==> config.mk <==
export PLATFORM = sky130hd
export DESIGN_NAME = cdc_handshake_tx
export DESIGN_NICKNAME = d
export VERILOG_FILES = /design/src/rtl/cdc_handshake_tx_pkg.sv /design/src/rtl/cdc_simple.sv /design/src/rtl/cdc_handshake_tx.sv
export SDC_FILE = /design/constraint.sdc
export NUM_CORES = 1
export LEC_CHECK = 0
export BUFFER_PORTS_ARGS = -buffer_cell sky130_fd_sc_hd__clkbuf_2
export CAP_MARGIN = 25
export CORE_ASPECT_RATIO = 1.1
export CORE_MARGIN = 4
export CORE_UTILIZATION = 25
export CTS_CLUSTER_SIZE = 10
export DETAILED_ROUTE_END_ITERATION = 8
export GPL_TIMING_DRIVEN = 0
export MAX_ROUTING_LAYER = met4
export PLACE_DENSITY = 0.52
export SLEW_MARGIN = 20
export SYNTH_ARGS = -nofsm -noshare
export SYNTH_HDL_FRONTEND = slang
export SYNTH_SLANG_ARGS = --single-unit
==> constraint.sdc <==
create_clock -name clk -period 3.55 [get_ports clk]
set_input_delay 1.065 -clock clk [delete_from_list [all_inputs] [get_ports clk]]
set_output_delay 1.065 -clock clk [all_outputs]
set_load 0.02 [all_outputs]
==> src/rtl/cdc_handshake_tx_pkg.sv <==
// Shared definitions for the four-phase req/ack source controller:
// state encoding and timeout timer sizing.
package cdc_handshake_tx_pkg;

   localparam logic [1:0] StIdle = 2'd0;
   localparam logic [1:0] StReq  = 2'd1;
   localparam logic [1:0] StRel  = 2'd2;

   // Bits needed to hold timeout-1; never narrower than one bit.
   function automatic int unsigned timer_width(input int unsigned timeout);
      int unsigned w;
      w = $clog2(timeout);
      return (w < 1) ? 1 : w;
   endfunction

endpackage

==> src/rtl/cdc_simple.sv <==
// Single-bit level synchronizer: one capture flop followed by pPIPE_DEPTH
// resolution stages, cleared by the source-domain reset.
module cdc_simple #(
   parameter int unsigned pPIPE_DEPTH = 2
) (
   input  logic clk,
   input  logic reset,
   input  logic data_in,
   output logic data_out
);

   logic [pPIPE_DEPTH:0] pipe;

   always_ff @(posedge clk) begin
      if (reset) begin
         pipe <= '0;
      end else begin
         pipe <= {pipe[pPIPE_DEPTH-1:0], data_in};
      end
   end

   assign data_out = pipe[pPIPE_DEPTH];

endmodule

==> src/rtl/cdc_handshake_tx.sv <==
// Source side of a four-phase req/ack crossing: holds one word on xfer_data
// and sequences xfer_req against the synchronized destination acknowledge.
module cdc_handshake_tx
   import cdc_handshake_tx_pkg::*;
#(
   parameter int unsigned pWIDTH      = 32,
   parameter int unsigned pSYNC_DEPTH = 2,
   parameter int unsigned pTIMEOUT    = 1024,
   parameter int unsigned pCNT_WIDTH  = 16
) (
   input  logic                  clk,
   input  logic                  reset,
   input  logic                  s_valid,
   output logic                  s_ready,
   input  logic [pWIDTH-1:0]     s_data,
   output logic [pWIDTH-1:0]     xfer_data,
   output logic                  xfer_req,
   input  logic                  xfer_ack,
   output logic                  busy,
   output logic                  timeout_err,
   input  logic                  err_clear,
   output logic [pCNT_WIDTH-1:0] xfer_count
);

   localparam int unsigned TimerWidth  = timer_width(pTIMEOUT);
   localparam int unsigned TimeoutLast = (pTIMEOUT == 0) ? 0 : pTIMEOUT - 1;
   localparam bit          TimeoutEn   = (pTIMEOUT != 0);

   localparam logic [TimerWidth-1:0] TimerLast = TimerWidth'(TimeoutLast);
   localparam logic [TimerWidth-1:0] TimerOne  = TimerWidth'(1);
   localparam logic [pCNT_WIDTH-1:0] CntOne    = pCNT_WIDTH'(1);

   logic [1:0]            state;
   logic [TimerWidth-1:0] timer;
   logic                  ack_s;

   cdc_simple #(
      .pPIPE_DEPTH (pSYNC_DEPTH)
   ) U_ack_sync (
      .clk      (clk),
      .reset    (reset),
      .data_in  (xfer_ack),
      .data_out (ack_s)
   );

   always_ff @(posedge clk) begin
      if (reset) begin
         state       <= StIdle;
         timer       <= '0;
         xfer_req    <= 1'b0;
         xfer_data   <= '0;
         timeout_err <= 1'b0;
         xfer_count  <= '0;
      end else begin
         // A timeout set below overrides this clear in the same cycle.
         if (err_clear) begin
            timeout_err <= 1'b0;
         end
         case (state)
            StIdle: begin
               if (s_valid && s_ready) begin
                  xfer_data <= s_data;
                  xfer_req  <= 1'b1;
                  timer     <= '0;
                  state     <= StReq;
               end
            end
            StReq: begin
               if (ack_s) begin
                  xfer_req   <= 1'b0;
                  xfer_count <= xfer_count + CntOne;
                  state      <= StRel;
               end else if (TimeoutEn && (timer == TimerLast)) begin
                  xfer_req    <= 1'b0;
                  timeout_err <= 1'b1;
                  state       <= StRel;
               end else if (timer != '1) begin
                  timer <= timer + TimerOne;
               end
            end
            StRel: begin
               if (!ack_s) begin
                  state <= StIdle;
               end
            end
            default: begin
               state    <= StIdle;
               xfer_req <= 1'b0;
            end
         endcase
      end
   end

   // A destination still holding ack (e.g. after a reset) blocks new words.
   assign s_ready = (state == StIdle) && !ack_s;
   assign busy    = (state != StIdle);

endmodule

# After elaboration in Yosys (flattened, before gate mapping)
# Index checks and enable logic that the tools add are counted.
dict set report totals {
  register_bits 65
  wordCells 49
}
dict set report op_classes {
  n_addsub 2
  eq_ne 10
  n_mux 18
  bitwise_logic 1
  reduce_logical 11
}
# cell count
set op_table {}
lappend op_table {{10-bit 2-to-1 mux} 4}
lappend op_table {{10-bit one-hot mux with 2 select lines} 1}
lappend op_table {{16-bit by 1-bit adder with 16-bit output (second input constant)} 1}
lappend op_table {{10-bit by 1-bit adder with 10-bit output (second input constant)} 1}
lappend op_table {{10-bit equality test (second input constant)} 1}
lappend op_table {{10-bit != test (second input constant)} 1}
lappend op_table {{2-bit != test (second input constant)} 5}
lappend op_table {{2-bit 2-to-1 mux} 4}
lappend op_table {{1-bit 2-to-1 mux} 7}
lappend op_table {{2-bit one-hot mux with 3 select lines} 1}
lappend op_table {{3-bit AND reduction} 2}
lappend op_table {{5-bit AND reduction} 1}
lappend op_table {{2-bit AND reduction} 2}
lappend op_table {{2-bit nonzero test} 2}
lappend op_table {{3-bit by 2-bit != test with 1-bit output (second input constant)} 1}
lappend op_table {{1-bit one-hot mux with 3 select lines} 1}
lappend op_table {{2-bit by 1-bit equality test with 1-bit output (second input constant)} 1}
lappend op_table {{2-bit equality test (second input constant)} 1}
lappend op_table {{1-bit logical AND} 2}
lappend op_table {{2-bit zero test} 1}
lappend op_table {{1-bit zero test} 1}
lappend op_table {{1-bit inverter} 1}

# Logic depth before layout (Yosys ltp)
# Gate-level depths: netlist (run 1).
dict set report logic_depth {
  word_depth 5
  depth_mapped 6
  mapped_depth_nobuf 5
}

# By module
# From an unflattened synthesis (run 1), not the netlist that was laid out.
dict set report unflattened {
  hier_cells 327
  area_unflattened_um2 2718.9
}
# mod n_inst cells_per_inst area_each_um2
set modules_own_cells {}
lappend modules_own_cells {cdc_handshake_tx 1 321 2640.0}
lappend modules_own_cells {cdc_simple 1 6 78.8}

# Least setup slack after synthesis (run 1)
# Ideal clock, no wire load.
dict set report synth_path {
  path_kind {register to output}
  from {register U_ack_sync.pipe[2]}
  to {output s_ready}
  arrival_ps 1042
  path_slack_ps 1443
  path_stages_with_launch 5
  path_cell_list {dfxtp_1 > buf_4 > or2_1 > buf_6 > nor2_1}
}
dict set report synth_via {
  elab_chain_cells 2
}
# item line_no
set synth_lines {}
lappend synth_lines {{start: declaration} cdc_simple.sv:12} ;# logic [pPIPE_DEPTH:0] pipe;
lappend synth_lines {{start signal: assignment} cdc_simple.sv:18} ;# pipe <= {pipe[pPIPE_DEPTH-1:0], data_in};
lappend synth_lines {{1-bit zero test} cdc_handshake_tx.sv:95} ;# assign s_ready = (state == StIdle) && !ack_s;
lappend synth_lines {{1-bit logical AND} cdc_handshake_tx.sv:95}
lappend synth_lines {{end: declaration} cdc_handshake_tx.sv:14} ;# output logic s_ready,
# Every way passes these cells.

# Worst setup path after layout (run 1)
dict set report layout_path {
  from {register state[1]}
  to {output s_ready}
}
dict set report layout_via {
  elab_chain_cells 2
}
# item line_no
set layout_lines {}
lappend layout_lines {{start: declaration} cdc_handshake_tx.sv:33} ;# logic [1:0] state;
lappend layout_lines {{start signal: assignment} cdc_handshake_tx.sv:48} ;# state <= StIdle;
lappend layout_lines {{start signal: assignment} cdc_handshake_tx.sv:65} ;# state <= StReq;
lappend layout_lines {{start signal: assignment} cdc_handshake_tx.sv:72} ;# state <= StRel;
lappend layout_lines {{2-bit zero test} cdc_handshake_tx.sv:95}
lappend layout_lines {{1-bit logical AND} cdc_handshake_tx.sv:95}
# Every way passes these cells.

==> results by stage, run 1 <==
CTS:
- The number of setup buffers added after CTS is 0.
- The clock-pin slew on the worst setup and hold paths is 50 ps.
- At the later pin of the worst-skew pair, clock insertion delay measures 330 ps.
- The clock buffer count from CTS is 9.
- Clock tree synthesis selected as its root buffer the cell sky130_fd_sc_hd__clkbuf_16.
- CTS built an H-tree with a depth of 3.
- Hold repair after CTS inserted 0 buffers.
- The longest clock path from root to sink contains 2 buffers.
- After clock tree synthesis, the repair step resized 0 gates.
- TritonCTS built the clock tree.
- The number of clock sinks is 65.

Worst setup path:
- For this design, the slowest cell found on the critical path is sky130_fd_sc_hd__dfxtp_1.
- STA puts the critical path data required time at 2480 ps.
- Of all nets on the critical path, the largest fanout is 8.
- The critical path class is reg -> out.
- Traced cell by cell, the critical path runs through buf_6 -> or2_1 -> buf_6 -> nor2_1 -> clkbuf_2.
- For this run, the slowest stage of the critical path takes 310 ps.
- The minimum setup slack among reg-to-reg paths is 1530 ps.
- STA puts the critical path data arrival time at 1410 ps.
- The nature of the critical path startpoint is a register.
- The cell that appears most often on the critical path is sky130_fd_sc_hd__buf_6.
- STA classifies the critical path endpoint as an output port.

Final layout:
- The filler cell count in the final layout is 1127.
- The number of nets in the finished design is 460.
- The antenna diode count is 0.
- From synthesis to final layout, the design area changed by 35.0%.
- In the final layout, the share of cells above drive strength 1 is 26.8%.
- The area of all placed cells without fillers is 3590 sq um.
- Cells fill 34.5% of the core in the end.

Route:
- Before antenna repair, the detailed router went through 5 iterations.
- In the routed design, unresolved DRC markers number 0.
- The aggregate routed wire length is 7.27 mm.
- For this block, the via count after detailed routing is 2584.
- Dividing the detail-routed via count by the number of cells gives 4.55.
- The routed length per placed instance is 12.8 microns.
- The violation count after the first detailed-route iteration is 84.
- The remaining antenna violation count after routing is 0.

Placed design:
- The post-placement cell area is 3280 sq um.
- The routability congestion estimate is 0.771.
- The port buffer count is 88.
- The half-perimeter wire length of the detailed placement result is 5.32 mm.

Floorplan:
- The die is 116 microns tall.
- The floorplan step defined a core boundary enclosing 10400 sq um.
- The starting utilization of the core area is 25.6%.
- 89 I/O pins were placed.
- The die area is 12400 sq um.
- Row generation in the floorplan step produced 39 rows.
- Measured along the x axis, the die boundary spans 106 microns.

Pwr:
- Net switching is 23.2% of the power.
- Internal power comes to 1440 uW.
- The leakage power is 0.00149 uW.
- In this run, the clock network consumes 50.1% of the power.
- The share of total power dissipated in sequential elements is 41.0%.
- The power density relative to cell area is 524 nW/um^2.
- The share of total power in combinational logic is 8.9%.
- The peak supply drop is 0.188 mV.
- The switching power of the nets is 436 uW.

Synth:
- The sequential share of the synthesized area is 48.9%.
- The largest total area in the synthesized netlist belongs to sky130_fd_sc_hd__dfxtp_1.
- In the synthesized netlist, the number of instances is 322.
- The synthesized area per cell is 8.26 sq um.
- The synthesized design contains 65 register bits.
- The post-synthesis cell type count is 39.
- After synthesis, the largest family of logic cells by area is simple AND/OR/NAND/NOR gates.
- The post-synthesis mux area share is 0.423%.
- The xor/xnor share of the synthesized area is 2.96%.
- By area the synthesized netlist is led by sky130_fd_sc_hd__dfxtp_1 (49%), sky130_fd_sc_hd__nand2_1 (10%), sky130_fd_sc_hd__a21oi_1 (8.1%).
- The post-synthesis adder-cell area fraction is 0.941%.
- The area share of the largest cell type after synthesis is 48.9%.
- In the synthesized netlist, the cells that appear most often are sky130_fd_sc_hd__nand2_1 (73), sky130_fd_sc_hd__dfxtp_1 (65), sky130_fd_sc_hd__a21oi_1 (43), sky130_fd_sc_hd__nor2_1 (17), sky130_fd_sc_hd__nand3_1 (13).
- The number of enable flip-flop cells after synthesis is 0.
- Among all flip-flop cells after synthesis, the most frequent one is sky130_fd_sc_hd__dfxtp_1.
- The post-synthesis instance area is 2660 sq um.
- The cell with the most instances after synthesis is sky130_fd_sc_hd__nand2_1.
- The async set or reset register ratio after synthesis is 0%.
- After Yosys synthesis, and, or, nand and nor cells account for 28.6% of the synthesized area.
- The number of nets handed over by synthesis was 361.
- The compound-gate portion of the synthesized area is 13.8%.
- The total number of yosys warnings is 0.

Global route:
- The via count of the first global-routing pass was 2413.
- The number of antenna violations at the first check in global routing came to 0.
- For this run, the total global-route usage over all layers was measured as 12.6%.
- The global route total overflow is 0.
- Entering global routing, the biggest net connects 11 pins.
- The global-route wire length before repair is 11.8 mm.

Timing:
- The worst pin sits at a relative slew slack of 37.0%.
- The worst path uses 69.7% of the clock period.
- The smallest clock period supported by the final layout is computed as 2470 ps.
- The slew at the pin closest to its max-slew limit is 942 ps.
- In the final timing run, aggregate negative setup slack is 0 ps.
- Timing would allow up to 404 MHz.
- The final hold violation count came to 0.
- The final clock skew is 4.96 ps.
- The total of endpoints with negative setup slack in the final report is 0.
- The number of max-slew violations in the final report was 0.
- Setup repair after global routing left no endpoint under its margin.

Status:
- The flow ran to the end, and the final reports show no timing, DRC or antenna violations.

Min path:
- The path class of the tightest hold or removal check is reg -> reg.

Job:
- Across the run, the number of max-cap violations was 0.
power by group through the flow:
stage          Combinational, uW  Sequential (uW)  Clock, uW
2_1_floorplan               72.4              813          0
3_3_place_gp                 171              786          0
3_5_place_dp                 172              787          0
4_1_cts                      172              772        966
5_1_grt                      188              775       1000
6_report                     168              771        941
cells by family (layout without fill, tap and decap cells):
| kind of cell | count (synthesis) | after routing |
|---|---|---|
| simple gates | 154 | 154 |
| compound gates | 67 | 67 |
| flops | 65 | 65 |
| buf+inv | 24 | 127 |
| xor+xnor | 9 | 9 |
| fa+ha+maj | 2 | 2 |
| mux | 1 | 1 |
sequential cells by signal, summed over array words and instances, names as in the netlist:
signal / flops
timer: 10
xfer_req: 1
state: 2
U_ack_sync.pipe: 3
xfer_data: 32
xfer_count: 16
timeout_err: 1
placed cells by master (no fill, tap or decap), types with 5 or more instances in the layout:
master | netlist | final
sky130_fd_sc_hd__clkbuf_2 | 0 | 88
sky130_fd_sc_hd__nand2_1 | 73 | 73
sky130_fd_sc_hd__dfxtp_1 | 65 | 65
sky130_fd_sc_hd__a21oi_1 | 43 | 43
sky130_fd_sc_hd__nor2_1 | 17 | 17
sky130_fd_sc_hd__clkbuf_1 | 12 | 14
sky130_fd_sc_hd__nand3_1 | 13 | 13
sky130_fd_sc_hd__o21ai_0 | 9 | 9
sky130_fd_sc_hd__clkbuf_16 | 0 | 9
sky130_fd_sc_hd__nand4_1 | 8 | 8
sky130_fd_sc_hd__xor2_1 | 8 | 8
sky130_fd_sc_hd__nor2b_1 | 6 | 6
sky130_fd_sc_hd__inv_1 | 5 | 5
sky130_fd_sc_hd__nor3_1 | 5 | 5
sky130_fd_sc_hd__nor4_1 | 5 | 5
critical path, delay by kind of cell (launching register included):
kind | cells | cell delay, ps
buffers and inverters | 3 | 450
flip-flops | 1 | 310
AND/OR/NAND/NOR | 2 | 330
final timing paths:
check / start / to / cells past startpoint
max: state[1] / s_ready / 5
min: U_ack_sync.pipe[0] / U_ack_sync.pipe[1] / 1
max reg2reg: state[0] / xfer_data[18] / 5
min reg2reg: U_ack_sync.pipe[0] / U_ack_sync.pipe[1] / 1
final cells by class:
cell class                      instances  area, sq um  area share, %
Sequential cell                        65         1300           36.2
Multi-Input combinational cell        233         1240           34.7
Timing Repair Buffer                   88          440           12.3
Clock buffer                           12          246           6.86
Tap cell                              143          179           4.98
Buffer                                 19         95.1           2.65
Clock inverter                          3         65.1           1.81
Inverter                                5         18.8          0.523
per-stage QoR:
stage | setup WS [ps] | hold slack (ps) | total power (uW) | cells
after global routing | 973 | 455 | 1960 | 568
final | 1080 | 435 | 1880 | 568
after floorplan | 1440 | 414 | 886 | 322
after global placement | 823 | 419 | 957 | 553
after detailed placement | 841 | 428 | 959 | 553
after CTS | 1030 | 440 | 1910 | 568
per-layer routing:
| metal | part of all wire, % | vias up | global-route usage, % | routed length, microns |
|---|---|---|---|---|
| met2 | 48 | 78 | 20.2 | 3500 |
| li1 | - | 1321 | - | - |
| met4 | 2.0 | 0 | 6.48 | 146 |
| met3 | 6.9 | 15 | 3.32 | 499 |
| met5 | 0 | - | - | 0 |
| met1 | 43 | 1170 | 14.5 | 3120 |
Power figures use the tool's default switching activity.
==> inputs of run 2 (changes only) <==
- ABC_AREA: not set -> 1
- clock period: 3.55 -> 2.6 ns (I/O delays scaled with it)
==> run 2 against run 1 <==
Critical path depth did not move. Global-route usage rose by 0.083 points. Clock skew barely moved. Die area rose by 5.0%. Worst hold slack got worse by 36 ps. Critical endpoint unchanged. Largest cell class unchanged. Largest power group unchanged.
==> results by stage, run 2 <==
Pwr:
- The share of total power in combinational logic is 12.6% (+3.7 points).
- The leakage power came to 0.00163 uW (+9.3%).
- The peak supply drop is 0.327 mV (+74%).
- The internal power of the cells is 2050 uW (+42%).
- The part of the power in the clock network came to 48.2% (-1.9 points).
- The switching share of power is 25.2% (+2.0 points).
- The power density relative to cell area is 734 nW/um^2 (+40%).
- The share of power burned in registers came to 39.2% (-1.8 points).
- The switching power of the nets is 691 uW (+59%).

Status:
- The flow ran to the end, and the final reports show no timing, DRC or antenna violations.

Placed design:
- The total placed cells including tap cells came to 618 (+12%).
- The port buffer count is 86 (-2.3%).
- The routability congestion estimate was 0.796 (+3.3%).
- The post-placement cell area was 3420 sq um (+4.2%).
- The half-perimeter wire length of the detailed placement result is 5.66 mm (+6.3%).
- The worst slack after detailed placement was 516 ps (-325 ps).

Synth:
- The cell with the most instances after synthesis is sky130_fd_sc_hd__nand2_1.
- The synthesized flop and latch total came to 65 (unchanged).
- The post-synthesis instance area is 2800 sq um (+5.4%).
- The xor/xnor share of the synthesized area is 0.937% (-2.0 points).
- The cell accounting for the most synthesized area is sky130_fd_sc_hd__dfxtp_1.
- The area share of the largest cell type after synthesis is 46.4% (-2.5 points).
- The compound-gate portion of the synthesized area came to 11.2% (-2.7 points).
- The main combinational cell family by area after synthesis is simple AND/OR/NAND/NOR gates.
- The async set or reset register ratio after synthesis is 0% (unchanged).
- By count the netlist is led by sky130_fd_sc_hd__nand2_1 (90), sky130_fd_sc_hd__dfxtp_1 (65), sky130_fd_sc_hd__nand3_1 (52), sky130_fd_sc_hd__a21oi_1 (44), sky130_fd_sc_hd__nor2_1 (40).
- The post-synthesis mux area share came to 0% (-0.42 points).
- Yosys attributes the largest share of cell area to sky130_fd_sc_hd__dfxtp_1 (46%), sky130_fd_sc_hd__nand2_1 (12%), sky130_fd_sc_hd__nand3_1 (9.3%).
- The area fraction in and, or, nand and nor cells after synthesis is 33.2% (+4.5 points).
- The total number of yosys warnings is 0 (unchanged).
- The post-synthesis adder-cell area fraction came to 0.892% (-0.048 points).
- The post-synthesis cell type count is 30 (-23%).
- The dominant synthesized flop cell is sky130_fd_sc_hd__dfxtp_1.
- The synthesized area per cell is 7.28 sq um (-12%).
- The net count after synthesis came to 424 (+17%).
- The number of enable flip-flop cells after synthesis is 0 (unchanged).
- The sequential share of the synthesized area is 46.4% (-2.5 points).
- The number of instances in the synthesized netlist is 385 (+20%).

Final layout:
- The register with the most flip-flops in the final layout is xfer_data.
- The final cell count without fillers was 634 (+12%).
- The area added between synthesis and finish is 33.5%.
- The number of nets in the finished design came to 521 (+13%).
- The largest registers in the layout are xfer_data x32, xfer_count x16, timer x10.
- The area of all placed cells without fillers came to 3740 sq um (+4.2%).
- Leaving out fill and tap cells, the most frequent cells in the layout are sky130_fd_sc_hd__nand2_1 (90), sky130_fd_sc_hd__clkbuf_2 (86), sky130_fd_sc_hd__dfxtp_1 (65).
- The number of flip-flops in the largest register is 32 (unchanged).
- The library cell used most frequently in the layout, excluding fill and tap cells, is sky130_fd_sc_hd__nand2_1.
- The antenna diode count came to 0 (unchanged).
- The share of post-route cells with drive strength above 1 came to 24.2% (-2.6 points).

Route:
- The count of unresolved DRC violations after routing is 0 (unchanged).
- The total number of vias is 2830 (+9.5%).
- The aggregate routed wire length is 7.78 mm (+7.0%).
- The number of iterations in the first detailed-routing pass is 4 (-1).
- The violation count after the first detailed-route iteration was 138 (+64%).
- The remaining antenna violation count after routing was 0 (unchanged).
- The detailed-route vias per instance is 4.46 (-1.9%).
- The routed length per placed instance is 12.3 microns (-4.2%).

CTS:
- The clock-pin slew on the worst setup and hold paths was 50 ps (about the same).
- The number of resized instances in the post-cts repair step is 0 (unchanged).
- The clock latency reported for the late side of the worst-skew pair is 330 ps (about the same).
- The clock buffer count from CTS is 9 (unchanged).
- The tree is rooted in a sky130_fd_sc_hd__clkbuf_16.
- The post-CTS repair timing setup buffer count is 0 (unchanged).
- TritonCTS built the clock tree.
- The H-tree level count came to 3 (unchanged).
- The number of clock sinks is 65 (unchanged).
- The clock tree buffer depth is 2 (unchanged).
- The hold buffer count at CTS is 0 (unchanged).

Min path:
- The worst hold endpoint is U_ack_sync.pipe[2].
- The type of the worst min-delay path is reg -> reg.
- The hold path startpoint is U_ack_sync.pipe[1].
- The hold-critical path depth came to 2 (+1).

Worst setup path:
- The library cell contributing the largest single delay on the critical path is sky130_fd_sc_hd__dfxtp_1.
- The startpoint identified for the worst register-to-register timing path is xfer_count[0].
- The minimum setup slack among reg-to-reg paths came to 850 ps (-680 ps).
- The worst setup path is captured at an output port.
- The capture point of the worst reg-to-reg path is xfer_count[14].
- The cell count of the worst reg-to-reg path came to 6 (+1).
- Walking the worst path, the cells encountered are nor2_1 -> inv_1 -> nor2_2 -> buf_2 -> clkbuf_2.
- The delay of the slowest critical-path stage was 380 ps (+70 ps).
- By startpoint and endpoint, the worst setup path is classified as reg -> out.
- The kind of cell with the highest combined delay along the critical path is buffers and inverters.
- The nature of the critical path startpoint is a register.
- The buffering stage count on the worst path with inverters included is 3 (unchanged).
- The highest fanout seen on the critical path came to 10 (+2).
- The worst endpoint data arrival time is 1630 ps (+220 ps).
- The required time at the endpoint of the critical path was 1820 ps (-660 ps).

Timing:
- The final worst-path setup slack is 186 ps (-890 ps).
- Setup repair after global routing left no endpoint under its margin.
- The final critical path takes up 92.8% of the cycle.
- Based on the critical path, the design can be clocked at up to 414 MHz.
- The final clock skew is 4.63 ps (-0.330 ps).
- The final total negative setup slack is 0 ps (unchanged).
- The worst hold slack is 399 ps (-36.1 ps).
- The total of endpoints with negative setup slack in the final report is 0 (unchanged).
- The number of max-slew violations in the final report is 0 (unchanged).
- The final hold violation count is 0 (unchanged).
- The slew at the pin closest to its max-slew limit came to 661 ps (-281 ps).
- The normalized max-slew margin is 55.9% (+19 points).
- The shortest period the worst path allows is 2410 ps.

Floorplan:
- The top-level I/O count came to 89 (unchanged).
- The core footprint is 11000 sq um (+5.5%).
- The count of standard-cell rows is 40 (+2.6%).
- The starting utilization of the core area came to 25.6% (about the same).
- The die area is 13000 sq um (+5.0%).
- The chip height is 119 microns (+2.5%).
- The width of the die was 109 microns (+2.5%).

Global route:
- The via count of the first global-routing pass is 2688 (+11%).
- The number of antenna violations at the first check in global routing came to 0 (unchanged).
- The global-route wire length before repair is 12.8 mm (+8.5%).
- The global route total overflow came to 0 (unchanged).
- The pin count of the biggest net entering global routing is 11 (unchanged).
- The total track usage was 12.6% (+0.083 points).

Job:
- The number of max-cap violations is 0 (unchanged).
run 2: changes by cell type after synthesis, sizes merged, moves of 4 or more:
cell,previous run,this run
nor2b,6,0
o31ai,4,0
nor3b,0,4
or4,5,0
nand3,13,53
nor4,5,0
xor2,8,3
inv,5,36
o211ai,4,0
nor2,17,43
nand4,9,5
nand2,73,91
run 2: worst max path at each step:
stage,from,to,cells after the start,slack [ps]
2_1_floorplan,state[1],s_ready,4,780
6_report,state[1],s_ready,5,190
4_1_cts,state[1],s_ready,5,160
5_1_grt,state[1],s_ready,5,60
3_3_place_gp,s_valid,timer[9],8,470
3_5_place_dp,s_valid,timer[5],8,520
run 2: metal layers:
| metal | routed length (microns) | global-route usage [%] | up-vias | part of all wire (%) |
|---|---|---|---|---|
| met5 | 0 | - | - | 0 |
| met4 | 202 | 5.84 | 0 | 2.6 |
| met3 | 400 | 3.04 | 17 | 5.1 |
| met2 | 3600 | 18.8 | 68 | 46 |
| met1 | 3570 | 16.1 | 1297 | 46 |
| li1 | - | - | 1448 | - |
run 2: area by class of cell:
cell class / instances / area [sq um]
Clock buffer: 14 / 264
Timing Repair Buffer: 86 / 430
Fill cell: 1194 / 7220
Inverter: 36 / 138
Tap cell: 147 / 184
Multi-Input combinational cell: 267 / 1290
Buffer: 17 / 71.3
Sequential cell: 65 / 1300
Clock inverter: 2 / 60.1
run 2: logic make-up after synthesis:
logic type | count (synthesis)
AOI/OAI and AO/OA | 58
xor gates and xnor gates | 3
adders and majority gates | 2
buffers and inverters | 53
DFF | 65
and+or+nand+nor | 204
run 2: worst min-delay path, delay by kind of cell (launching register included):
kind,cells,cell delay [ps]
DFF,1,290
buffers and inverters,1,40
and+or+nand+nor,1,30
run 2: metrics by stage:
step                      power (uW)  util (%)
after global placement          1440      31.2
after CTS                       2790      34.1
after detailed placement        1450      31.2
final                           2750      34.1
after global routing            2860      34.1
after floorplan                 1320         -
run 2: power groups by stage:
| stage | sequential, uW | combinational [uW] | clock (uW) |
|---|---|---|---|
| finish | 1080 | 345 | 1320 |
| global route | 1080 | 389 | 1390 |
| CTS | 1080 | 351 | 1360 |
| detailed placement | 1100 | 349 | 0 |
| global placement | 1100 | 345 | 0 |
| floorplan | 1140 | 181 | 0 |
